===== config.mk =====
export PLATFORM = sky130hd
export DESIGN_NAME = demux_64x1x2_reg
export DESIGN_NICKNAME = d
export VERILOG_FILES = /design/src/rtl/demux_pkg.sv /design/src/rtl/demux_slot_64.sv /design/src/rtl/demux_64x1x2_reg.sv
export SDC_FILE = /design/constraint.sdc
export NUM_CORES = 1
export LEC_CHECK = 0
export BUFFER_PORTS_ARGS = -buffer_cell sky130_fd_sc_hd__buf_2
export CAP_MARGIN = 20
export CORE_AREA = 4 4 105 107
export DETAILED_ROUTE_END_ITERATION = 6
export DIE_AREA = 0 0 109 111
export GPL_TIMING_DRIVEN = 0
export PLACE_DENSITY_LB_ADDON = 0.2
export SYNTH_ARGS = -nofsm -noshare
export SYNTH_HDL_FRONTEND = slang
export SYNTH_SLANG_ARGS = --single-unit

===== constraint.sdc =====
create_clock -name clk -period 10.2 [get_ports clk]
set_input_delay 1.53 -clock clk [delete_from_list [all_inputs] [get_ports clk]]
set_output_delay 1.53 -clock clk [all_outputs]
set_load 0.01 [all_outputs]

===== src/rtl/demux_pkg.sv =====
// Shared definitions for the registered 1-to-2 demultiplexer.
package demux_pkg;

   localparam int DEMUX_W     = 64;
   localparam int DEMUX_NOUT  = 2;
   localparam int DEMUX_CNT_W = 16;

   // One output lane: holding register plus its valid flag.
   typedef struct packed {
      logic               valid;
      logic [DEMUX_W-1:0] data;
   } demux_slot_t;

   // Occupancy of a single lane slot.
   typedef enum logic {
      SLOT_EMPTY = 1'b0,
      SLOT_FULL  = 1'b1
   } slot_state_t;

endpackage


===== src/rtl/demux_slot_64.sv =====
// One-entry holding register for a single demux output lane.
// The slot state is the valid output itself (EMPTY -> 0, FULL -> 1).
// A load while FULL is only issued by the top when the same cycle drains,
// so a load always wins over a drain and never overwrites an undelivered word.
module demux_slot_64
   import demux_pkg::*;
#(
   parameter int WIDTH = DEMUX_W
) (
   input  logic             clk,
   input  logic             reset,
   input  logic             load,
   input  logic [WIDTH-1:0] load_data,
   input  logic             drain,
   output logic             valid,
   output logic [WIDTH-1:0] data
);

   slot_state_t state_q;
   slot_state_t state_d;

   // Slot state register; reset discards any held word immediately.
   always_ff @(posedge clk or posedge reset) begin
      if (reset) state_q <= SLOT_EMPTY;
      else       state_q <= state_d;
   end

   // Next-state: a load fills (or refills) the slot, a lone drain empties it.
   always_comb begin
      state_d = state_q;
      if (load)       state_d = SLOT_FULL;
      else if (drain) state_d = SLOT_EMPTY;
   end

   // Data register: only a load changes it, so data is stable while held.
   always_ff @(posedge clk or posedge reset) begin
      if (reset)     data <= '0;
      else if (load) data <= load_data;
   end

   assign valid = (state_q == SLOT_FULL);

endmodule


===== src/rtl/demux_64x1x2_reg.sv =====
// Registered 1-to-2 demultiplexer with a one-entry slot per output lane.
// Optional feature macro: DEMUX_ROUTE_COUNT_EN adds per-lane delivered-word
// counters cnt0/cnt1 (16-bit, wrapping).
//
// Handshake: a word moves across an interface on every rising edge where
// valid and ready are both 1. ready never depends on valid; a producer holding
// valid must keep its data stable until the transfer, and each output lane
// keeps outk_data stable while outk_valid = 1 and outk_ready = 0.
module demux_64x1x2_reg
   import demux_pkg::*;
#(
   parameter int WIDTH = DEMUX_W
) (
   input  logic             clk,
   input  logic             reset,
   input  logic [WIDTH-1:0] in_data,
   input  logic             in_sel,
   input  logic             in_valid,
   output logic             in_ready,
   output logic [WIDTH-1:0] out0_data,
   output logic             out0_valid,
   input  logic             out0_ready,
   output logic [WIDTH-1:0] out1_data,
   output logic             out1_valid,
   input  logic             out1_ready
`ifdef DEMUX_ROUTE_COUNT_EN
   ,
   output logic [DEMUX_CNT_W-1:0] cnt0,
   output logic [DEMUX_CNT_W-1:0] cnt1
`endif
);

   logic             lane_valid [DEMUX_NOUT];
   logic [WIDTH-1:0] lane_data  [DEMUX_NOUT];
   logic             lane_ready [DEMUX_NOUT];
   logic             lane_load  [DEMUX_NOUT];
   logic             lane_drain [DEMUX_NOUT];
   logic             acc;

   assign lane_ready[0] = out0_ready;
   assign lane_ready[1] = out1_ready;

   // The selected lane can take a word if it is empty or is draining now;
   // the other lane's state never gates acceptance.
   assign in_ready = ~lane_valid[in_sel] | lane_ready[in_sel];
   assign acc      = in_valid & in_ready;

   for (genvar k = 0; k < DEMUX_NOUT; k++) begin : g_lane
      assign lane_load[k]  = acc & (in_sel == 1'(k));
      assign lane_drain[k] = lane_valid[k] & lane_ready[k];

      demux_slot_64 #(
         .WIDTH(WIDTH)
      ) u_slot (
         .clk       (clk),
         .reset     (reset),
         .load      (lane_load[k]),
         .load_data (in_data),
         .drain     (lane_drain[k]),
         .valid     (lane_valid[k]),
         .data      (lane_data[k])
      );
   end

   assign out0_valid = lane_valid[0];
   assign out0_data  = lane_data[0];
   assign out1_valid = lane_valid[1];
   assign out1_data  = lane_data[1];

`ifdef DEMUX_ROUTE_COUNT_EN
   // Delivered-word counters: bump on each lane drain, wrap naturally.
   always_ff @(posedge clk or posedge reset) begin
      if (reset) begin
         cnt0 <= '0;
         cnt1 <= '0;
      end else begin
         if (lane_drain[0]) cnt0 <= cnt0 + DEMUX_CNT_W'(1);
         if (lane_drain[1]) cnt1 <= cnt1 + DEMUX_CNT_W'(1);
      end
   end
`endif

endmodule


# After elaboration in Yosys (flattened, before gate mapping)
# Cells that the tools add are included.
[word_totals]
ff_bits = 130
latch_bits = 0
rom_bits = 0
n_memories = 0
out_inout_bits = 131
ramBits = 0
[op_classes]
div = 0
bitwise_logic = 9
mux = 10
n_shift = 0
order_cmp = 1
n_reduce_logical = 2
mul = 0
addsub = 0
eq_ne = 0
[ops]
columns = ["op", "n"]
rows = [
  ["$mux W1", 10],
  ["$and A1 B1 Y1", 5],
  ["$reduce_bool A2 Y1", 2],
  ["$ge A2 B2 Y1 const B", 1],
  ["$not A1 Y1", 2],
  ["$not A1 Y2", 1],
  ["$or A1 B1 Y1", 1],
]

# Depth between registers and ports, before layout
[depth]
word_depth = 9
ltp_mapped = 5
ltp_nobuf = 3

# Cells and area by module
# A second synthesis with hierarchy kept.
[unflattened]
cells_unflattened = 287
hier_area_um2 = 5295.1
[by_module_without_submodules]
columns = ["mod", "area_per_inst_um2", "cells_each", "n_inst"]
rows = [
  ["demux_slot_64", 2618.8, 139, 2],
  ["demux_64x1x2_reg", 57.6, 9, 1],
]

# Worst setup path before layout
# No wires, ideal clock.
[synth_timing]
path_type = "input to output"
from = "in out1_ready"
to = "out in_ready"
n_path_buf = 0
path_stages = 2
t_arrival_ns = 2.013
slack_ns = 6.657
required_ns = 8.670
cell_sequence = "and2b_1 > a21oi_1"
[synth_between]
elab_chain_len = 4
[synth_rtl]
columns = ["item", "line", "source"]
rows = [
  ["from (decl)", "demux_64x1x2_reg.sv:25", "input logic out1_ready"],
  ["$mux W1 (not written as such) (3 in a row)", "demux_64x1x2_reg.sv:45", "assign in_ready = ~lane_valid[in_sel] | lane_ready[in_sel];"],
  ["$or A1 B1 Y1", "demux_64x1x2_reg.sv:45", ""],
  ["to (decl)", "demux_64x1x2_reg.sv:19", "output logic in_ready,"],
]
# No other way between the ends. The select of a mux whose other input is x is not followed.

# Worst setup path in the final report
# Same ends and word-level chain as after synthesis.

==> metrics <==
status=finished, final reports clean; H-tree levels=4; largest net degree at the start of global routing=71; final setup violation count=0; Yosys warnings=0; CTS Buffer Depth=2; Post-CTS Hold Buffers=0; Arrival @ worst endpoint=2.20 ns; Antenna diodes=0; clock slew at reported path FFs=0.06 ns; setup bufs post-CTS=0; max cap viols=0; Max Slew Vio Count=0; chip height=111 µm; Routed WL=10.5 mm; Max FO, Critical Path=3; min Tclk post-route=3.73 ns; Rel. slew slack=63.0%; Clock Root Buffer=clkbuf_8; Avg WL per Cell=16.2 µm; FFs w/ async S/R, synth=100%; Yosys top cell by area=dfrtp_1; Die Wd=109 µm; setup_tns=0 ns; setup slack after layout=6.47 ns; vias=3146; count of final hold-check violations=0; CTS tree=built; #FFs+latches synth=130; vias in the first global route=3449; Vias/cell=4.83; Area Overhead vs Synth=35.7%; fmax=0.268 GHz; Non-Filler Instances=651; smallest hold slack=0.476 ns; largest cells by area after synthesis=dfrtp_1 66%, mux2_2 27%, buf_6 3.0%; Fill cells=749; Initial Util=48.8%; die footprint=12100 µm²; crit path launch type=input port; cell count along the critical path=4; final cycle utilization of the critical path=36.6%; Placeable Area=10100 µm²; HP Class=register to register; first-pass GRT wire length=17.3 mm; IO Count=201; CP Capture Type=primary output; Post-synth EDFFs=0; register area share after synthesis=65.8%; Crit path top cell by count=buf_2; initial antenna violation count=0; antenna-violating nets left=0; Cell Chain, Critical Path=buf_2, and2b_1, a21oi_1, buf_2; clk sinks=130; Bufs and invs on worst path=2; commonest cells in the netlist=130 x dfrtp_1, 118 x mux2_2, 13 x buf_6; Post-Syn Area=4940 µm²; Worst-Margin Slew=0.555 ns; Place WS=6.47 ns; row cnt=37; post_cts resized=0; Gate Count Post-Synth=282; slowest stage cell on the critical path=and2b_1; Final nets=572; Cells after DPL=619; Remaining DRCs=0; Syn Nets=352; Synth Area per Inst=17.5 µm²; Synth Flop Type=dfrtp_1; max incr delay on CP=0.32 ns; worst r2r path cells=4; placement-stage cell area=6150 µm²; first-iteration detailed-routing DRC count=81; clk_skew=0.00552 ns; worst skew pair latency=0.51 ns; power per cell area=225 nW/µm²; most frequent cell after synthesis=dfrtp_1; top cell type's share of synthesized area=65.8%; leakage power=3.22 nW; DP HPWL=7.74 mm; TritonRoute pass-1 iters=4; layout cells sized above 1=72.4%; crit path kind=input port to primary output; Num CTS Buffers=17; Distinct cells, synth=15; final RePlAce weighted congestion=0.741; fin area=6710 µm²; number of I/O port buffers=200; Crit path max-delay family=simple AND/OR/NAND/NOR gates; peak supply drop=0.107 mV; Required @ worst endpoint=8.67 ns; total track usage=18.6%; Min-Delay Path Depth=1; GRT overflow=0; unrepaired setup endpoints after global routing=false
-- path summary, 6_finish.rpt --
path	start	endpoint	slack (ns)
hold reg to reg	g_lane[1].u_slot.data[35]	g_lane[1].u_slot.data[35]	0.48
setup reg to reg	g_lane[1].u_slot.valid	g_lane[1].u_slot.data[11]	8.65
hold / removal	g_lane[1].u_slot.data[35]	g_lane[1].u_slot.data[35]	0.48
max in group asynchronous	reset	g_lane[1].u_slot.data[47]	8.40
setup / recovery	out1_ready	in_ready	6.47
min in group asynchronous	reset	g_lane[1].u_slot.data[10]	1.08
-- stage by stage --
step                      power [mW]  util [%]
after floorplan                0.822         -
after global placement         0.953      60.3
after detailed placement       0.965      60.6
after CTS                       1.53      66.2
after global routing            1.59      66.2
final                           1.51      66.2
-- cell type report --
| type | count | area [µm²] | share of cell area (%) |
|---|---|---|---|
| tap | 136 | 170 | 2.54 |
| buffer | 13 | 146 | 2.18 |
| sequential | 130 | 3250 | 48.5 |
| timing repair buffer | 201 | 1030 | 15.3 |
| multi-input combinational | 137 | 1540 | 22.9 |
| inverter | 2 | 12.5 | 0.186 |
| clock inverter | 12 | 108 | 1.60 |
| clock buffer | 20 | 455 | 6.79 |
-- cell usage in the layout, fill, tap and decap left out --
master      instances
clkinv_2            3
mux2_2            118
clkinvlp_4          6
nor3b_2             1
nand2_1             1
mux2_1              5
nand2b_4            1
clkinv_4            1
inv_6               2
and2b_1             1
nor2_8              1
bufinv_16           1
clkbuf_16          16
a21oi_1             1
mux2_4              5
buf_6              13
o21ai_0             1
inv_1               1
dfrtp_1           130
buf_16              1
clkbuf_8            4
nand2b_1            1
buf_2             200
nor2_1              1
-- cell families (layout without fill, tap and decap cells) --
group                  count (synthesis)  count (layout)  synth area share [%]
AOI/OAI and AO/OA                      2               2                 0.202
DFF                                  130             130                  65.8
muxes                                128             128                  29.5
and+or+nand+nor                        7               7                  1.37
buffers and inverters                 15             248                  3.11
-- layer usage --
metal | vias up | share of wire (%) | wire length [µm] | track usage, %
met5 | - | 0 | 0 | 0
met4 | 0 | 2.4 | 248 | 6.99
met2 | 127 | 49 | 5200 | 30.1
met1 | 1560 | 38 | 4030 | 21.3
li1 | 1436 | - | - | -
met3 | 23 | 10 | 1050 | 8.56
-- sequential cells by signal, summed over array words and instances, names as in the netlist --
register,count
g_lane.u_slot.data,128
g_lane.u_slot.valid,2
-- power breakdown --
group          internal (mW)  total, mW  switching (mW)
clock network          0.341      0.557           0.216
registers              0.609      0.654          0.0445
logic                  0.156      0.296           0.141
Power figures use the tool's default switching activity.
